## config.mk

```make
export PLATFORM = sky130hd
export DESIGN_NAME = sram_march_bist_ctrl
export DESIGN_NICKNAME = d
export VERILOG_FILES = /design/src/rtl/sram_bist_pkg.sv /design/src/rtl/sram_bist_addr_gen.sv /design/src/rtl/sram_march_bist_ctrl.sv
export SDC_FILE = /design/constraint.sdc
export NUM_CORES = 1
export LEC_CHECK = 0
export BUFFER_PORTS_ARGS = -buffer_cell sky130_fd_sc_hd__buf_2
export CORE_MARGIN = 3
export CORE_UTILIZATION = 30
export DETAILED_ROUTE_END_ITERATION = 16
export GPL_ROUTABILITY_DRIVEN = 1
export MAX_ROUTING_LAYER = met4
export PLACE_DENSITY_LB_ADDON = 0.15
export SLEW_MARGIN = 15
export SYNTH_ARGS = -nofsm -noshare
export SYNTH_HDL_FRONTEND = slang
export SYNTH_SLANG_ARGS = --single-unit
```

## constraint.sdc

```tcl
create_clock -name clk_i -period 4.21 [get_ports clk_i]
set_input_delay 0 -clock clk_i [delete_from_list [all_inputs] [get_ports clk_i]]
set_output_delay 0 -clock clk_i [all_outputs]
set_load 0.01 [all_outputs]
```

## src/rtl/sram_bist_pkg.sv

```systemverilog
// sram_bist_pkg
// Shared types and per-element constant tables for the March C- SRAM BIST
// engine (sram_march_bist_ctrl) and its address generator.
//   march_elem_e : March element M0..M5 (3-bit)
//   bist_state_e : controller FSM state
//   elem_*       : direction / op-count / data-pattern lookups per element
package sram_bist_pkg;

  typedef enum logic [2:0] {
    M0 = 3'd0,  // up   (w0)
    M1 = 3'd1,  // up   (r0,w1)
    M2 = 3'd2,  // up   (r1,w0)
    M3 = 3'd3,  // down (r0,w1)
    M4 = 3'd4,  // down (r1,w0)
    M5 = 3'd5   // up   (r0)
  } march_elem_e;

  typedef enum logic [1:0] {
    ST_IDLE  = 2'd0,
    ST_RUN   = 2'd1,
    ST_DRAIN = 2'd2,
    ST_DONE  = 2'd3
  } bist_state_e;

  // One bit per element code, indexed by the element value; codes 6/7 unused.
  localparam logic [7:0] ELEM_DOWN   = 8'b0001_1000;  // M3, M4 walk downwards
  localparam logic [7:0] ELEM_TWO_OP = 8'b0001_1110;  // M1..M4 are read+write
  localparam logic [7:0] ELEM_RD_PAT = 8'b0001_0100;  // M2, M4 expect ones
  localparam logic [7:0] ELEM_WR_PAT = 8'b0000_1010;  // M1, M3 write ones

  function automatic logic elem_is_down(input march_elem_e e);
    return ELEM_DOWN[e];
  endfunction

  function automatic logic elem_is_two_op(input march_elem_e e);
    return ELEM_TWO_OP[e];
  endfunction

  function automatic logic elem_rd_pat(input march_elem_e e);
    return ELEM_RD_PAT[e];
  endfunction

  function automatic logic elem_wr_pat(input march_elem_e e);
    return ELEM_WR_PAT[e];
  endfunction

  // Two-op elements read first and write second; of the single-op
  // elements only M0 writes.
  function automatic logic elem_op_is_write(input march_elem_e e, input logic op);
    return elem_is_two_op(e) ? op : (e == M0);
  endfunction

endpackage

```

## src/rtl/sram_bist_addr_gen.sv

```systemverilog
// sram_bist_addr_gen
// Up/down address counter for the March BIST engine.
//   clk_i, rst_i   : clock, asynchronous active-high reset
//   load_i         : load load_val_i (has priority over step_i)
//   load_val_i     : value to load
//   step_i         : advance one address in the direction given by down_i
//   down_i         : 1 = count down, 0 = count up
//   addr_nxt_o     : address the counter holds after the next edge
//   tc_o           : current address is the last one for the direction
module sram_bist_addr_gen
#(
  parameter int ADDR_W = 9
)
(
  input  logic              clk_i,
  input  logic              rst_i,
  input  logic              load_i,
  input  logic [ADDR_W-1:0] load_val_i,
  input  logic              step_i,
  input  logic              down_i,
  output logic [ADDR_W-1:0] addr_nxt_o,
  output logic              tc_o
);

  logic [ADDR_W-1:0] addr_q;
  logic [ADDR_W-1:0] addr_d;

  // Next-address selection: load, step or hold.
  always_comb begin
    addr_d = addr_q;
    if (load_i) begin
      addr_d = load_val_i;
    end else if (step_i) begin
      addr_d = down_i ? (addr_q - {{(ADDR_W-1){1'b0}}, 1'b1})
                      : (addr_q + {{(ADDR_W-1){1'b0}}, 1'b1});
    end else begin
      addr_d = addr_q;
    end
  end

  // Address register.
  always_ff @(posedge clk_i or posedge rst_i) begin
    if (rst_i) begin
      addr_q <= {ADDR_W{1'b0}};
    end else begin
      addr_q <= addr_d;
    end
  end

  assign addr_nxt_o = addr_d;
  assign tc_o       = down_i ? (addr_q == {ADDR_W{1'b0}}) : (addr_q == {ADDR_W{1'b1}});

endmodule

```

## src/rtl/sram_march_bist_ctrl.sv

```systemverilog
// sram_march_bist_ctrl
// March C- BIST engine driving the BIST port of a 1-port SRAM macro and
// checking read data returned on DOUT.
//   clk_i, rst_i      : clock (also the macro BIST clock), async active-high reset
//   start_i           : start pulse, accepted in IDLE or DONE only
//   busy_o / done_o   : RUN or DRAIN / finished (held until next start)
//   fail_o            : sticky mismatch flag, with fail_addr_o / fail_elem_o
//                       holding the first mismatch
//   bist_*_o          : registered macro BIST controls (EN, MEN, WEN, REN,
//                       ADDR, DIN, BM)
//   dout_i            : macro read data, valid one cycle after the read is sampled
// Optional build macro SRAM_BIST_STOP_ON_FAIL_EN: the first mismatch ends the
// run immediately (straight to DONE, macro controls to 0).
module sram_march_bist_ctrl
  import sram_bist_pkg::*;
#(
  parameter int ADDR_W = 9,
  parameter int DATA_W = 16
)
(
  input  logic              clk_i,
  input  logic              rst_i,
  input  logic              start_i,
  output logic              busy_o,
  output logic              done_o,
  output logic              fail_o,
  output logic [ADDR_W-1:0] fail_addr_o,
  output logic [2:0]        fail_elem_o,
  output logic              bist_en_o,
  output logic              bist_men_o,
  output logic              bist_wen_o,
  output logic              bist_ren_o,
  output logic [ADDR_W-1:0] bist_addr_o,
  output logic [DATA_W-1:0] bist_din_o,
  output logic [DATA_W-1:0] bist_bm_o,
  input  logic [DATA_W-1:0] dout_i
);

  bist_state_e       state_q, state_d;
  march_elem_e       elem_q, elem_d;
  logic              op_q, op_d;
  // Set for the one cycle after the last op has been sampled, so the final
  // read reaches the compare stage while still in RUN.
  logic              seq_end_q, seq_end_d;
  logic              busy_q, busy_d;
  logic              done_q, done_d;
  logic              fail_q, fail_d;
  logic [ADDR_W-1:0] fail_addr_q, fail_addr_d;
  march_elem_e       fail_elem_q, fail_elem_d;
  logic              cmp_vld_q, cmp_vld_d;
  logic              cmp_exp_q, cmp_exp_d;
  logic [ADDR_W-1:0] cmp_addr_q, cmp_addr_d;
  march_elem_e       cmp_elem_q, cmp_elem_d;
  logic              en_q, en_d;
  logic              men_q, men_d;
  logic              wen_q, wen_d;
  logic              ren_q, ren_d;
  logic [ADDR_W-1:0] addr_q, addr_d;
  logic [DATA_W-1:0] din_q, din_d;
  logic [DATA_W-1:0] bm_q, bm_d;

  logic              ag_load_s;
  logic [ADDR_W-1:0] ag_load_val_s;
  logic              ag_step_s;
  logic [ADDR_W-1:0] ag_addr_nxt_s;
  logic              ag_tc_s;
  logic              mismatch_s;
  logic              capture_s;
  logic              op_wr_s;

  sram_bist_addr_gen #(
    .ADDR_W (ADDR_W)
  ) u_addr_gen (
    .clk_i      (clk_i),
    .rst_i      (rst_i),
    .load_i     (ag_load_s),
    .load_val_i (ag_load_val_s),
    .step_i     (ag_step_s),
    .down_i     (elem_is_down(elem_q)),
    .addr_nxt_o (ag_addr_nxt_s),
    .tc_o       (ag_tc_s)
  );

  assign mismatch_s = cmp_vld_q && (dout_i != {DATA_W{cmp_exp_q}});
  assign capture_s  = mismatch_s && !fail_q &&
                      ((state_q == ST_RUN) || (state_q == ST_DRAIN));

  // Next state, op sequencing, failure capture and next macro controls.
  always_comb begin
    state_d       = state_q;
    elem_d        = elem_q;
    op_d          = op_q;
    seq_end_d     = seq_end_q;
    done_d        = done_q;
    ag_load_s     = 1'b0;
    ag_load_val_s = {ADDR_W{1'b0}};
    ag_step_s     = 1'b0;

    if (capture_s) begin
      fail_d      = 1'b1;
      fail_addr_d = cmp_addr_q;
      fail_elem_d = cmp_elem_q;
    end else begin
      fail_d      = fail_q;
      fail_addr_d = fail_addr_q;
      fail_elem_d = fail_elem_q;
    end

    case (state_q)
      ST_IDLE, ST_DONE: begin
        if (start_i) begin
          state_d     = ST_RUN;
          elem_d      = M0;
          op_d        = 1'b0;
          seq_end_d   = 1'b0;
          done_d      = 1'b0;
          fail_d      = 1'b0;
          fail_addr_d = {ADDR_W{1'b0}};
          fail_elem_d = M0;
          ag_load_s   = 1'b1;
        end else begin
          state_d = state_q;
        end
      end
      ST_RUN: begin
        if (seq_end_q) begin
          state_d   = ST_DRAIN;
          seq_end_d = 1'b0;
        end else if (elem_is_two_op(elem_q) && (op_q == 1'b0)) begin
          op_d = 1'b1;
        end else begin
          op_d = 1'b0;
          if (ag_tc_s) begin
            ag_load_s = 1'b1;
            if (elem_q == M5) begin
              seq_end_d = 1'b1;
            end else begin
              // Jump straight to the next element's first address.
              elem_d        = march_elem_e'(elem_q + 3'd1);
              ag_load_val_s = elem_is_down(elem_d) ? {ADDR_W{1'b1}} : {ADDR_W{1'b0}};
            end
          end else begin
            ag_step_s = 1'b1;
          end
        end
      end
      ST_DRAIN: begin
        state_d = ST_DONE;
        done_d  = 1'b1;
      end
      default: begin
        state_d = ST_IDLE;
      end
    endcase

`ifdef SRAM_BIST_STOP_ON_FAIL_EN
    if (capture_s) begin
      state_d   = ST_DONE;
      done_d    = 1'b1;
      seq_end_d = 1'b0;
      elem_d    = M0;
      op_d      = 1'b0;
      ag_load_s = 1'b1;
      ag_step_s = 1'b0;
    end else begin
      state_d = state_d;
    end
`endif

    // The read being presented now is sampled by the macro at this edge;
    // its data is compared one cycle later.
    cmp_vld_d  = ren_q && (state_d == ST_RUN);
    cmp_exp_d  = elem_rd_pat(elem_q);
    cmp_addr_d = addr_q;
    cmp_elem_d = elem_q;

    busy_d  = (state_d == ST_RUN) || (state_d == ST_DRAIN);
    en_d    = busy_d;
    men_d   = (state_d == ST_RUN);
    op_wr_s = elem_op_is_write(elem_d, op_d);
    if ((state_d == ST_RUN) && !seq_end_d) begin
      wen_d  = op_wr_s;
      ren_d  = !op_wr_s;
      addr_d = ag_addr_nxt_s;
      din_d  = op_wr_s ? {DATA_W{elem_wr_pat(elem_d)}} : {DATA_W{1'b0}};
      bm_d   = op_wr_s ? {DATA_W{1'b1}} : {DATA_W{1'b0}};
    end else begin
      wen_d  = 1'b0;
      ren_d  = 1'b0;
      addr_d = {ADDR_W{1'b0}};
      din_d  = {DATA_W{1'b0}};
      bm_d   = {DATA_W{1'b0}};
    end
  end

  // Controller state and registered outputs.
  always_ff @(posedge clk_i or posedge rst_i) begin
    if (rst_i) begin
      state_q     <= ST_IDLE;
      elem_q      <= M0;
      op_q        <= 1'b0;
      seq_end_q   <= 1'b0;
      busy_q      <= 1'b0;
      done_q      <= 1'b0;
      fail_q      <= 1'b0;
      fail_addr_q <= {ADDR_W{1'b0}};
      fail_elem_q <= M0;
      cmp_vld_q   <= 1'b0;
      cmp_exp_q   <= 1'b0;
      cmp_addr_q  <= {ADDR_W{1'b0}};
      cmp_elem_q  <= M0;
      en_q        <= 1'b0;
      men_q       <= 1'b0;
      wen_q       <= 1'b0;
      ren_q       <= 1'b0;
      addr_q      <= {ADDR_W{1'b0}};
      din_q       <= {DATA_W{1'b0}};
      bm_q        <= {DATA_W{1'b0}};
    end else begin
      state_q     <= state_d;
      elem_q      <= elem_d;
      op_q        <= op_d;
      seq_end_q   <= seq_end_d;
      busy_q      <= busy_d;
      done_q      <= done_d;
      fail_q      <= fail_d;
      fail_addr_q <= fail_addr_d;
      fail_elem_q <= fail_elem_d;
      cmp_vld_q   <= cmp_vld_d;
      cmp_exp_q   <= cmp_exp_d;
      cmp_addr_q  <= cmp_addr_d;
      cmp_elem_q  <= cmp_elem_d;
      en_q        <= en_d;
      men_q       <= men_d;
      wen_q       <= wen_d;
      ren_q       <= ren_d;
      addr_q      <= addr_d;
      din_q       <= din_d;
      bm_q        <= bm_d;
    end
  end

  assign busy_o      = busy_q;
  assign done_o      = done_q;
  assign fail_o      = fail_q;
  assign fail_addr_o = fail_addr_q;
  assign fail_elem_o = fail_elem_q;
  assign bist_en_o   = en_q;
  assign bist_men_o  = men_q;
  assign bist_wen_o  = wen_q;
  assign bist_ren_o  = ren_q;
  assign bist_addr_o = addr_q;
  assign bist_din_o  = din_q;
  assign bist_bm_o   = bm_q;

endmodule

```

==> out/metrics.csv <==
metric,value,unit
status,"complete, no violations",
Syn Inst Count,290,
VDD IR max,0.000118,V
"Req. time, crit path",4420,ps
fmax,285,MHz
setup ws final,706,ps
post-DP HPWL,4.76,mm
CTS-repair resized insts,0,
Rel. slew slack,52.5,%
cell row count,36,
Crit Path Class,flop to flop,
Final Critical Period,3500,ps
leakage,2.00,nW
largest net degree at the start of global routing,59,
Die X,109,um
Port Buffer Count,78,
max-capacitance violation count,0,
drt pass-1 iters,4,
"Slew Viols, Final",0,
Critical Path Source Type,flop,
Slew @ Worst Pin,712,ps
async set or reset register ratio after synthesis,100,%
Clock Tree Root,clkbuf_8,
filler instances,1024,
global-route wire length before repair,10.7,mm
synthesized cell area,3160,um^2
R2R Path End,bist_din_o[14],
worst hold path depth,4,
TNS Setup,0,ps
Clock Path Buffers,2,
Most used DFF post-synth,dfrtp_1,
clock slew at the register clock pins of the worst setup and hold paths,70,ps
number of diodes,0,
crit-path max FO,12,
Final Util,36.5,%
RR Startpoint,cmp_elem_d[1],
Area after DPL,3440,um^2
gr ovfl total,0,
GP Congestion,0.820,
Post-synth EDFFs,0,
"Arr. time, crit path",3710,ps
Worst setup EP type,flop,
clock sinks,58,
RSZ-0062 raised after global routing,no,
CTS Buf Count,9,
CTS H-Tree Depth,3,
Post-Syn Area per Cell,10.9,um^2
Power Dens Cells,296,nW/um^2
Hold EP,fail_o,
Setup-failing EPs final,0,
R2R setup slack,710,ps
Clock Skews,8.96,ps
routed length per placed instance,13.2,um
drt drc,0,
Initial Util,31.6,%
Seq. cell area,1450,um^2
ratio of cells with drive above 1 in the final layout,34.8,%
total track usage,11.8,%
Hold Path Class,primary input to flop,
final hold vios,0,
Detail Route Antenna Nets,0,
core area,10000,um^2
Tot Pwr,1.08,mW
vias in the first global route,2140,
die height,109,um
latest clock arrival within the worst-skew pair,320,ps
R2R depth,11,
Synth Register Bits,58,
syn_nets,325,
initial drt markers,143,
Yosys warnings,0,
DR vias/cell,4.69,
Post-Route WL,6.35,mm
CTS tree,done,
initial antenna violation count,0,
die area,11800,um^2
register area share after synthesis,45.9,%
# IOs,79,
Synth cell types,58,
Via Count,2257,
area taken by multi-input logic gates,1370,um^2
Layout Nets,378,
hold path start,start_i,
Tcrit/Tclk final,83.2,%
pre-CTS WS,721,ps
area added between synthesis and finish,15.3,%
design area,3650,um^2
## routing by layer
metal / global-route usage [%] / part of all wire (%) / vias to the layer above / routed length (um)
li1: - / - / 1114 / -
met1: 15.9 / 48 / 1069 / 3070
met2: 17.4 / 44 / 69 / 2820
met3: 2.90 / 6.1 / 5 / 389
met4: 3.79 / 1.2 / 0 / 77
met5: - / 0 / - / 0
## cell usage in the layout, fill, tap and decap left out, types with 3 or more instances in the layout
cell type	synthesis	final
o21a_1	6	6
nand2_1	9	9
o21ai_0	5	5
mux2i_1	21	21
buf_2	0	78
inv_1	13	12
o21ai_2	7	7
nor3_1	7	7
clkinv_2	0	3
and2_1	3	3
nor4_1	4	4
nor2_1	26	26
nor2b_1	9	9
ha_1	15	15
clkbuf_8	0	9
a21oi_1	5	5
a211oi_1	6	6
nand4_1	5	5
dfrtp_1	58	58
nand2b_1	3	3
## critical path: stages, from the launching register on
cell,delay (ps)
dfrtp_1,470
inv_1,120
ha_1,240
mux2_4,350
or4_4,600
a211oi_2,350
mux2i_1,230
a22o_1,160
nor2_1,50
ha_1,270
mux2_2,340
and4b_1,200
## metrics by stage
stage,instances,hold slack (ps)
6_report,481,42.0
5_1_grt,481,51.7
4_1_cts,481,16.2
3_5_place_dp,464,262
3_3_place_gp,464,252
2_1_floorplan,290,190
## state kept, by name (all words and copies together) (netlist names), 2 cells and up
register           count
fail_addr_o            9
cmp_elem_d             3
cmp_addr_q             9
bist_addr_o            9
cmp_elem_q             3
fail_elem_o            3
state_q                2
u_addr_gen.addr_q      9
## cell type report
class / instances / area share [%]
Clock inverter: 7 / 1.89
Sequential cell: 58 / 39.8
Clock buffer: 9 / 3.40
Tap cell: 133 / 4.56
Multi-Input combinational cell: 180 / 37.6
Inverter: 13 / 1.34
Timing Repair Buffer: 81 / 11.4
## kinds of logic (layout without fill, tap and decap cells)
family                   Yosys count  after routing  synth area share (%)
AO/OA/AOI/OAI                     54             54                  13.6
buffers and inverters             52            110                  10.7
multiplexers                      24             24                  7.84
flip-flops                        58             58                  45.9
AND/OR/NAND/NOR                   82             82                  14.3
XOR/XNOR                           4              4                  1.11
adder cells (fa/ha/maj)           16             16                  6.57
## how the worst max path moves through the flow
stage | startpoint | end | slack [ps]
floorplan | cmp_elem_d[1] | bist_din_o[14] | 980
global placement | cmp_elem_d[1] | bist_din_o[14] | 780
detailed placement | cmp_elem_d[1] | bist_din_o[14] | 720
CTS | cmp_elem_d[1] | bist_din_o[14] | 700
global route | cmp_elem_d[0] | bist_din_o[14] | 550
finish | cmp_elem_d[1] | bist_din_o[14] | 710
## cell usage after synthesis, types with 2 or more instances
| library cell | instances | area, um^2 |
|---|---|---|
| nand2b_1 | 3 | 18.8 |
| clkbuf_1 | 2 | 7.51 |
| o21ai_2 | 7 | 61.3 |
| a21o_1 | 2 | 15.0 |
| o21a_1 | 6 | 45.0 |
| a31oi_1 | 2 | 12.5 |
| or2_2 | 2 | 12.5 |
| inv_1 | 13 | 48.8 |
| o21bai_1 | 2 | 15.0 |
| a211o_1 | 2 | 17.5 |
| buf_4 | 34 | 255 |
| xor2_1 | 2 | 17.5 |
| nand2_1 | 9 | 33.8 |
| dfrtp_1 | 58 | 1450 |
| ha_1 | 15 | 188 |
| a211oi_2 | 2 | 25.0 |
| a211oi_1 | 6 | 45.0 |
| nand4_1 | 5 | 31.3 |
| a22o_1 | 2 | 17.5 |
| and2_1 | 3 | 18.8 |
| nor2b_1 | 9 | 56.3 |
| a21oi_1 | 5 | 25.0 |
| nor3b_1 | 2 | 15.0 |
| mux2_2 | 2 | 22.5 |
| buf_6 | 2 | 22.5 |
| nor3_1 | 7 | 35.0 |
| o21ai_0 | 5 | 25.0 |
| nor2_1 | 26 | 97.6 |
| nand3_1 | 2 | 10.0 |
| xnor2_1 | 2 | 17.5 |
| nor4_1 | 4 | 25.0 |
| mux2i_1 | 21 | 210 |
## where the power goes
part	switching [mW]	total, mW	internal [mW]
logic	0.0163	0.0250	0.00876
registers	0.00000610	0.557	0.557
clock network	0.225	0.497	0.272
## timing repair
item,4_1_cts,5_1_grt
hold buffers,1,0
hold endpoints to repair,58,0
setup buffers,0,0
(Power assumes the default switching activity.)
